### config.mk
export PLATFORM = sky130hd
export DESIGN_NAME = alu_seq
export DESIGN_NICKNAME = d
export VERILOG_FILES = /design/src/rtl/alu_pkg.sv /design/src/rtl/alu_comb.sv /design/src/rtl/alu_seq.sv
export SDC_FILE = /design/constraint.sdc
export NUM_CORES = 1
export LEC_CHECK = 0
export CAP_MARGIN = 20
export CORE_ASPECT_RATIO = 0.75
export CORE_MARGIN = 2
export CORE_UTILIZATION = 42
export CTS_BUF_LIST = sky130_fd_sc_hd__clkbuf_4 sky130_fd_sc_hd__clkbuf_8
export CTS_CLUSTER_DIAMETER = 30
export DETAILED_ROUTE_END_ITERATION = 6
export PLACE_DENSITY = 0.67
export SLEW_MARGIN = 40
export SYNTH_ARGS = -nofsm -noshare
export SYNTH_HDL_FRONTEND = slang
export SYNTH_HIERARCHICAL = 1
export SYNTH_SLANG_ARGS = --single-unit
### constraint.sdc
create_clock -name clk -period 2.3 [get_ports clk]
set_clock_uncertainty 0.1 [all_clocks]
set_input_delay 0.345 -clock clk [delete_from_list [all_inputs] [get_ports clk]]
set_output_delay 0.345 -clock clk [all_outputs]
set_load 0.005 [all_outputs]
### src/rtl/alu_pkg.sv
// Shared opcodes, FSM encoding and flag indices for the registered ALU.
package alu_pkg;

    localparam logic [3:0] OP_ZERO = 4'd0;
    localparam logic [3:0] OP_A    = 4'd1;
    localparam logic [3:0] OP_B    = 4'd2;
    localparam logic [3:0] OP_NEGA = 4'd3;
    localparam logic [3:0] OP_NEGB = 4'd4;
    localparam logic [3:0] OP_RORA = 4'd5;
    localparam logic [3:0] OP_RORB = 4'd6;
    localparam logic [3:0] OP_LTU  = 4'd7;
    localparam logic [3:0] OP_AND  = 4'd8;
    localparam logic [3:0] OP_NOTA = 4'd9;
    localparam logic [3:0] OP_NOTB = 4'd10;
    localparam logic [3:0] OP_SUB  = 4'd11;
    localparam logic [3:0] OP_ADD  = 4'd12;
    localparam logic [3:0] OP_OR   = 4'd13;
    localparam logic [3:0] OP_XOR  = 4'd14;
    localparam logic [3:0] OP_ONES = 4'd15;

    localparam int FLAG_Z = 0;
    localparam int FLAG_N = 1;
    localparam int FLAG_C = 2;
    localparam int FLAG_V = 3;
    localparam int NFLAGS = 4;

    typedef enum logic [1:0] {
        S_IDLE = 2'd0,
        S_ROT  = 2'd1,
        S_DONE = 2'd2
    } state_t;

endpackage

### src/rtl/alu_comb.sv
// Combinational op/flag evaluator; rotates pass the operand through
// unchanged, which is exactly the amt == 0 result.
module alu_comb
    import alu_pkg::*;
#(
    parameter int WIDTH = 8
) (
    input  logic [3:0]        op,
    input  logic [WIDTH-1:0]  a,
    input  logic [WIDTH-1:0]  b,
    output logic [WIDTH-1:0]  result,
    output logic [NFLAGS-1:0] flags
);

    logic [WIDTH:0]   sum;
    logic [WIDTH:0]   diff;
    logic [WIDTH-1:0] min_val;
    logic [WIDTH-1:0] r;
    logic             c;
    logic             v;

    assign sum  = {1'b0, a} + {1'b0, b};
    assign diff = {1'b0, a} - {1'b0, b};

    always_comb begin
        min_val = '0;
        min_val[WIDTH-1] = 1'b1;
    end

    always_comb begin
        r = '0;
        c = 1'b0;
        v = 1'b0;
        case (op)
            OP_ZERO: r = '0;
            OP_A:    r = a;
            OP_B:    r = b;
            OP_NEGA: begin
                r = '0 - a;
                v = (a == min_val);
            end
            OP_NEGB: begin
                r = '0 - b;
                v = (b == min_val);
            end
            OP_RORA: r = a;
            OP_RORB: r = b;
            OP_LTU:  r[0] = (a < b);
            OP_AND:  r = a & b;
            OP_NOTA: r = ~a;
            OP_NOTB: r = ~b;
            OP_SUB: begin
                r = diff[WIDTH-1:0];
                c = ~diff[WIDTH];
                v = (a[WIDTH-1] != b[WIDTH-1]) &&
                    (diff[WIDTH-1] != a[WIDTH-1]);
            end
            OP_ADD: begin
                r = sum[WIDTH-1:0];
                c = sum[WIDTH];
                v = (a[WIDTH-1] == b[WIDTH-1]) &&
                    (sum[WIDTH-1] != a[WIDTH-1]);
            end
            OP_OR:   r = a | b;
            OP_XOR:  r = a ^ b;
            OP_ONES: r = '1;
            default: r = '0;
        endcase
    end

    always_comb begin
        result = r;
        flags = '0;
        flags[FLAG_Z] = (r == '0);
        flags[FLAG_N] = r[WIDTH-1];
        flags[FLAG_C] = c;
        flags[FLAG_V] = v;
    end

endmodule

### src/rtl/alu_seq.sv
// Registered ALU with valid/ready handshakes; variable rotates run
// one bit per cycle in the ROT state.
module alu_seq
    import alu_pkg::*;
#(
    parameter int WIDTH = 8,
    parameter int AMT_W = $clog2(WIDTH)
) (
    input  logic             clk,
    input  logic             rst_n,
    input  logic             in_valid,
    output logic             in_ready,
    input  logic [3:0]       op,
    input  logic [WIDTH-1:0] a,
    input  logic [WIDTH-1:0] b,
    input  logic [AMT_W-1:0] amt,
    output logic             out_valid,
    input  logic             out_ready,
    output logic [WIDTH-1:0] result,
    output logic             flag_z,
    output logic             flag_n,
    output logic             flag_c,
    output logic             flag_v,
    output logic             busy
);

    state_t            state_q, state_d;
    logic [WIDTH-1:0]  rot_q, rot_d, rot_nxt;
    logic [AMT_W-1:0]  cnt_q, cnt_d;
    logic [WIDTH-1:0]  res_q, res_d;
    logic [NFLAGS-1:0] flg_q, flg_d;
    logic [WIDTH-1:0]  comb_res;
    logic [NFLAGS-1:0] comb_flg;
    logic              rot_op;
    logic [WIDTH-1:0]  rot_src;

    alu_comb #(.WIDTH(WIDTH)) u_comb (
        .op     (op),
        .a      (a),
        .b      (b),
        .result (comb_res),
        .flags  (comb_flg)
    );

    assign rot_op  = (op == OP_RORA) || (op == OP_RORB);
    assign rot_src = (op == OP_RORA) ? a : b;
    assign rot_nxt = {rot_q[0], rot_q[WIDTH-1:1]};

    always_comb begin
        state_d   = state_q;
        rot_d     = rot_q;
        cnt_d     = cnt_q;
        res_d     = res_q;
        flg_d     = flg_q;
        in_ready  = 1'b0;
        out_valid = 1'b0;
        busy      = 1'b0;
        unique case (state_q)
            S_IDLE: in_ready = 1'b1;
            S_ROT: begin
                busy  = 1'b1;
                rot_d = rot_nxt;
                cnt_d = cnt_q - AMT_W'(1);
                if (cnt_q == AMT_W'(1)) begin
                    state_d = S_DONE;
                    res_d = rot_nxt;
                    flg_d = '0;
                    flg_d[FLAG_Z] = (rot_nxt == '0);
                    flg_d[FLAG_N] = rot_nxt[WIDTH-1];
                end
            end
            S_DONE: begin
                out_valid = 1'b1;
                in_ready  = out_ready;
                if (out_ready && !in_valid) state_d = S_IDLE;
            end
            default: state_d = S_IDLE;
        endcase
        // Accept path shared by IDLE and a draining DONE
        if (in_valid && in_ready) begin
            if (rot_op && (amt != '0)) begin
                state_d = S_ROT;
                rot_d   = rot_src;
                cnt_d   = amt;
            end else begin
                state_d = S_DONE;
                res_d   = comb_res;
                flg_d   = comb_flg;
            end
        end
    end

    always_ff @(posedge clk or negedge rst_n) begin
        if (!rst_n) begin
            state_q <= S_IDLE;
            rot_q   <= '0;
            cnt_q   <= '0;
            res_q   <= '0;
            flg_q   <= '0;
        end else begin
            state_q <= state_d;
            rot_q   <= rot_d;
            cnt_q   <= cnt_d;
            res_q   <= res_d;
            flg_q   <= flg_d;
        end
    end

    assign result = res_q;
    assign flag_z = flg_q[FLAG_Z];
    assign flag_n = flg_q[FLAG_N];
    assign flag_c = flg_q[FLAG_C];
    assign flag_v = flg_q[FLAG_V];

endmodule

# --- Word level (Yosys, flattened, before mapping) ---
# Cells that the tools add are included.
word_totals:
  ff_bits: 25
  in_bits: 27
  elab_cells: 86
op_classes:
  addsub: 5
  magnitude_cmp: 1
  eq_ne: 27
  mux: 27
  bitwise_logic: 6
  n_reduce_logical: 15
op_table:
  columns: ["cell", "n"]
  rows:
  - ["7-bit case mux with 12 select lines", 1]
  - ["8-bit 2-to-1 mux", 8]
  - ["4-bit == test, second input constant", 8]
  - ["4-bit by 3-bit == test with 1-bit output, second input constant", 4]
  - ["8-bit == test, second input constant", 2]
  - ["8-bit zero test", 2]
  - ["4-bit 2-to-1 mux", 4]
  - ["8-bit NOT", 2]
  - ["1-bit by 8-bit subtractor with 8-bit output, first input constant", 2]
  - ["1-bit case mux with 14 select lines", 1]
  - ["8-bit by 8-bit adder with 9-bit output", 1]
  - ["3-bit 2-to-1 mux", 3]
  - ["8-bit by 8-bit subtractor with 9-bit output", 1]
  - ["8-bit bitwise AND", 1]
  - ["4-bit by 2-bit == test with 1-bit output, second input constant", 2]
  - ["8-bit < comparator", 1]
  - ["2-bit 2-to-1 mux", 4]
  - ["8-bit OR", 1]
  - ["8-bit XOR", 1]
  - ["3-bit inequality test, second input constant", 2]
  - ["2-bit case mux with 3 select lines", 1]
  - ["1-bit logical AND", 5]
  - ["4-bit by 1-bit == test with 1-bit output, second input constant", 1]
  - ["4-bit zero test", 1]
  - ["17 further kinds", 22]

# --- Depth between registers and ports, before layout ---
depth:
  depth_word: 6
  mapped_depth: 12

# --- By module ---
# Netlist, hierarchy kept.
modules_own_cells:
  columns: ["mod", "n_inst", "cells_each", "area_each_um2"]
  rows:
  - ["alu_comb", 1, 299, 2054.5]
  - ["alu_seq", 1, 113, 1445.1]

# --- Worst setup path after synthesis ---
# Ideal clock, no wire load.
synth_timing:
  path_type: "input port to flip-flop"
  start: "input b[4]"
  end: "register res_q[7], in the netlist result[7]"
  arrival_time_ns: 2.415
  t_required_ns: 2.075
  setup_slack_ns: -0.339
  cell_stages: 10
  cell_sequence: "clkbuf_1 inv_1 ha_1 a21oi_1 o31ai_1 a41o_1 a2111oi_4 nand3_2 buf_4 mux2_2"
synth_between:
  elab_chain_cells: 4
  word_cells_on_any_way: 6
  cone_classes: "3 x add/sub; 3 x mux"
synth_lines:
  columns: ["item", "line", "source"]
  rows:
  - ["start, declared", "alu_seq.sv:15", "input logic [WIDTH-1:0] b,"]
  - ["8-bit by 8-bit adder with 9-bit output, or another cell as far along", "alu_comb.sv:22", "assign sum = {1'b0, a} + {1'b0, b};"]
  - ["7-bit case mux with 12 select lines (*)", "alu_comb.sv:34", "case (op)"]
  - ["via comb_flg[1]", "alu_seq.sv:33", "logic [NFLAGS-1:0] comb_flg;"]
  - ["8-bit 2-to-1 mux (*)", "alu_seq.sv:81", "if (rot_op && (amt != '0)) begin"]
  - ["8-bit 2-to-1 mux (*)", "alu_seq.sv:80", "if (in_valid && in_ready) begin"]
  - ["via res_d[7]", "alu_seq.sv:30", "logic [WIDTH-1:0] res_q, res_d;"]
  - ["end signal, assigned", "alu_seq.sv:104", "res_q <= res_d;"]
  - ["end, declared", "alu_seq.sv:30", null]
# The timed path passes the listed nets; every way through them passes the cells marked *.
# A chain may end at the register's enable or synchronous reset.

# --- Worst setup path in the final report ---
layout_timing:
  start: "input b[0]"
  end: "register flg_q[0]"
layout_between:
  elab_chain_cells: 5
  word_cells_on_any_way: 13
  cone_classes: "3 x add/sub; 1 x order compare; 4 x mux; 4 x bitwise; 1 x reduce/logical"
layout_lines:
  columns: ["item", "line", "source"]
  rows:
  - ["8-bit by 8-bit adder with 9-bit output, or another cell as far along", "alu_comb.sv:22", null]
  - ["7-bit case mux with 12 select lines (*)", "alu_comb.sv:34", null]
  - ["via comb_res[2]", "alu_seq.sv:32", "logic [WIDTH-1:0] comb_res;"]
  - ["8-bit zero test (*)", "alu_comb.sv:74", "flags[FLAG_Z] = (r == '0);"]
  - ["via comb_flg[0]", "alu_seq.sv:33", null]
  - ["4-bit 2-to-1 mux (*)", "alu_seq.sv:81", null]
  - ["4-bit 2-to-1 mux (*)", "alu_seq.sv:80", null]
  - ["via flg_d[0]", "alu_seq.sv:31", "logic [NFLAGS-1:0] flg_q, flg_d;"]
  - ["end signal, assigned", "alu_seq.sv:105", "flg_q <= flg_d;"]
  - ["end, declared", "alu_seq.sv:31", null]
# Marked as above.

==> impl_metrics.env <==
export IMPL_ys_seq_area_share_pct=17.9
export IMPL_status="finished, violations left"
export IMPL_setup_viol=6
export IMPL_h_tree_depth=1
export IMPL_drive_gt1_share_pct=50.8
export IMPL_detail_route_antenna_nets=0
export IMPL_wl_met2_mm=6.54
export IMPL_ys_async_sr_fraction_pct=100
export IMPL_timing_hold_ws_ns=0.366
export IMPL_clock_sinks=25
export IMPL_hold_viol=0
export IMPL_highest_layer="met4"
export IMPL_place_ws_ns=-0.972
export IMPL_rows=28
export IMPL_layout_setup_ws_ns=-0.251
export IMPL_avgSynthCellArea_um2=8.49
export IMPL_crit_type="primary input to register"
export IMPL_core_area_um2=7990
export IMPL_antennaDiodeCount=0
export IMPL_nNetsFinal=647
export IMPL_rr_worst_depth=6
export IMPL_worst_pin_slew_ns=0.530
export IMPL_clockBufferDepth=2
export IMPL_syn_area_um2=3500
export IMPL_wl_per_cell_um=20.5
export IMPL_synth_edf_count=0
export IMPL_reg2reg_slack_ns=0.21
export IMPL_max_stage_delay_ns=0.37
export IMPL_slowest_stage="fa_2"
export IMPL_powerDensity_nw_per_um2=443
export IMPL_cp_startpoint="b[0]"
export IMPL_fill_cells=581
export IMPL_track_usage_pct=30.6
export IMPL_dr_total_vias=4140
export IMPL_crit_arrival_ns=2.68
export IMPL_die_area_um2=9090
export IMPL_gp_congestion=0.984
export IMPL_ys_flop_type="dfrtp_1"
export IMPL_cp_max_fo=3
export IMPL_areaGrowthSynthToFinish_pct=66.1
export IMPL_drc_errors=0
export IMPL_met3_length_mm=1.39
export IMPL_io_buffers=41
export IMPL_wirelength_mm=14.2
export IMPL_synthCells=412
export IMPL_slew_violations=0
export IMPL_fmax_ghz=0.392
export IMPL_grt_max_degree=26
export IMPL_cp_end_kind="register"
export IMPL_numCtsBuffers=3
export IMPL_slew_headroom_pct=64.3
export IMPL_dieHeight_um=83.1
export IMPL_viasPerCell=5.97
export IMPL_ys_seq_elements=25
export IMPL_cts_tree="done"
export IMPL_peakVddDrop_mv=0.419
export IMPL_hp_class="primary input to asynchronous set/reset pin"
export IMPL_fin_crit_sh_pct=111
export IMPL_p_leak_nw=2.56
export IMPL_synth_top_family_by_area="compound AO/OA/AOI/OAI gates"
export IMPL_max_cap_violations=0
export IMPL_clk_latency_ns=0.28
export IMPL_drtPass1Iterations=5
export IMPL_cp_start_kind="primary input"
export IMPL_synth_fa_ha_area_share_pct=11.2
export IMPL_m1WireLength_mm=6.01
export IMPL_synth_cell_types=69
export IMPL_yosys_warnings=6
export IMPL_start_util_pct=43.8
export IMPL_r2r_end="result[4]"
export IMPL_finalCriticalPeriod_ns=2.55
export IMPL_synthXorXnorAreaFrac_pct=3.75
export IMPL_syn_num_nets=469
export IMPL_post_dp_hpwl_mm=10.2
export IMPL_yosys_area_share_simple_pct=21.3
export IMPL_dieWidth_um=109
export IMPL_clk_pin_slew_worst_paths_ns=0.10
export IMPL_grt_first_pass_wirelength_mm=21.8
export IMPL_crit_path_cell_trace="buf_6 > buf_6 > ha_4 > fa_2 > xor2_2 > a22o_1 > a221oi_2 > o211ai_1 > nor4_4 > nand2b_4 > nor4_4 > mux2_4"
export IMPL_synth_compound_area_share_pct=21.4
export IMPL_required_ns=2.43
export IMPL_ios=42
export IMPL_worstReg2RegStart="cnt_q[1]"
export IMPL_drtIter0Drc=449
export IMPL_synth_mux_area_fraction_pct=16.3
export IMPL_cts_hold_buffers_added=0
export IMPL_gr_total_overflow=0
export IMPL_grt_pass1_vias=4178
export IMPL_root_buffer="clkbuf_8"
export IMPL_violations="negative setup slack"
export IMPL_antenna_found_initial=0
export IMPL_rsz0062_at_grt="true"
==> sequential cells by signal, indices dropped and copies added, names as in the netlist <==
name     flops
result       8
rot_q        8
flg_q        4
cnt_q        3
state_q      2
==> repair_timing <==
| action | in CTS | in global routing |
|---|---|---|
| cloned | 2 | 0 |
| pin swaps | 29 | 32 |
| endpoints found under the setup margin | 12 | 10 |
| setup buffers | 28 | 6 |
| gates resized for setup | 134 | 37 |
==> critical path: cells and delay by family <==
kind            cells  cell delay (ns)
compound gates      3             0.70
fa+ha+maj           2             0.52
simple gates        3             0.52
buf+inv             2             0.21
xor+xnor            1             0.20
mux                 1             0.17
==> synth_stat cells (2+ instances only) <==
master      n  area share (%)
o32ai_1     4             1.0
nand3_1    11             1.6
nor3b_1     4            0.86
a31oi_1     5            0.89
inv_1      29             3.1
buf_2       9             1.3
clkinv_1    2            0.21
fa_1        2             1.1
and3_1      4            0.71
mux2_4     10             4.3
o41ai_1     2            0.50
or3_1       2            0.36
o21bai_1    5             1.1
nand2_1    23             2.5
a21o_1      4            0.86
a211oi_1    2            0.43
a21oi_1    17             2.4
o311ai_0    2            0.50
buf_4      10             2.1
nor4b_1     2            0.50
o2111ai_1   2            0.50
nand2b_1   10             1.8
a221o_1     4             1.1
dfrtp_1    25              18
nor2b_1    10             1.8
nand4_1     4            0.71
mux2_2     15             4.8
o31ai_1     5             1.1
nor4_1      5            0.89
xor2_1      2            0.50
ha_1       28              10
or3b_2      3            0.75
o221ai_1    3            0.75
a2111o_1    2            0.64
nor2_1     25             2.7
xnor2_1    13             3.3
a221oi_1    7             1.8
o21ai_0    17             2.4
o221a_2     3            0.97
mux2i_1    25             7.2
o22ai_1     4            0.71
clkbuf_1    6            0.64
nor3_1     19             2.7
==> power breakdown <==
part           switching [W]  total, W  internal [W]
combinational       0.000670   0.00154      0.000867
sequential          0.000154  0.000756      0.000602
clock               0.000157  0.000281      0.000123
total               0.000981   0.00257       0.00159
==> worst max-delay path by stage <==
stage,endpoint,slack (ns),cells past startpoint
2_1_floorplan,result[7],-0.11,10
5_1_grt,flg_q[0],-0.29,12
4_1_cts,flg_q[0],-0.22,12
3_5_place_dp,flg_q[0],-0.97,11
3_3_place_gp,flg_q[0],-0.87,12
6_report,flg_q[0],-0.25,12
==> kinds of logic after synthesis <==
group	Yosys count
buffers and inverters	59
DFF	25
AOI/OAI and AO/OA	100
xor gates and xnor gates	15
and+or+nand+nor	133
adders and majority gates	30
muxes	50
==> stage by stage <==
| step | setup TNS (ns) | utilization, % | total power, W | area [um^2] | cells |
|---|---|---|---|---|---|
| 2_1_floorplan | -0.249 | - | 0.00141 | 3570 | 412 |
| 3_3_place_gp | -9.40 | 62.0 | 0.00201 | 4950 | 658 |
| 3_5_place_dp | -9.57 | 62.0 | 0.00204 | 4950 | 658 |
| 4_1_cts | -0.624 | 70.6 | 0.00248 | 5640 | 690 |
| 5_1_grt | -1.04 | 72.8 | 0.00272 | 5810 | 694 |
| 6_report | -0.617 | 72.8 | 0.00257 | 5810 | 694 |
==> layout by cell type (no fill, tap or decap), types with 5 or more instances in the layout <==
cell type        instances
o21ai_1                  5
nand2_1                 19
o21ai_0                 11
a21oi_2                  5
dlygate4sd2_1            9
nand2b_1                 5
mux2i_1                 25
xnor2_1                 12
clkdlybuf4s50_1         22
nor2b_1                  8
nand2b_4                 6
dfrtp_1                 25
o31ai_1                  5
mux2_4                  12
buf_4                  139
nand3_1                  8
nor3_1                  16
ha_2                     5
ha_1                     8
a21oi_1                 11
mux2_2                  13
buf_6                   16
inv_2                   16
inv_1                   11
ha_4                    15
nor2_1                  24
==> layout make-up <==
type / instances / area, um^2 / area share, %
multi-input combinational: 328 / 3140 / 54.0
timing repair buffer: 201 / 1740 / 30.0
sequential: 25 / 626 / 10.8
tap: 105 / 131 / 2.26
inverter: 31 / 124 / 2.13
clock buffer: 3 / 41.3 / 0.710
clock inverter: 1 / 7.51 / 0.129
==> layer usage <==
| metal | vias to the layer above | global-route usage, % |
|---|---|---|
| li1 | 1881 | - |
| met1 | 2009 | 43.6 |
| met2 | 222 | 48.7 |
| met4 | 0 | 5.52 |
| met3 | 28 | 5.18 |
| met5 | - | 0 |
Power figures use the tool's default switching activity.
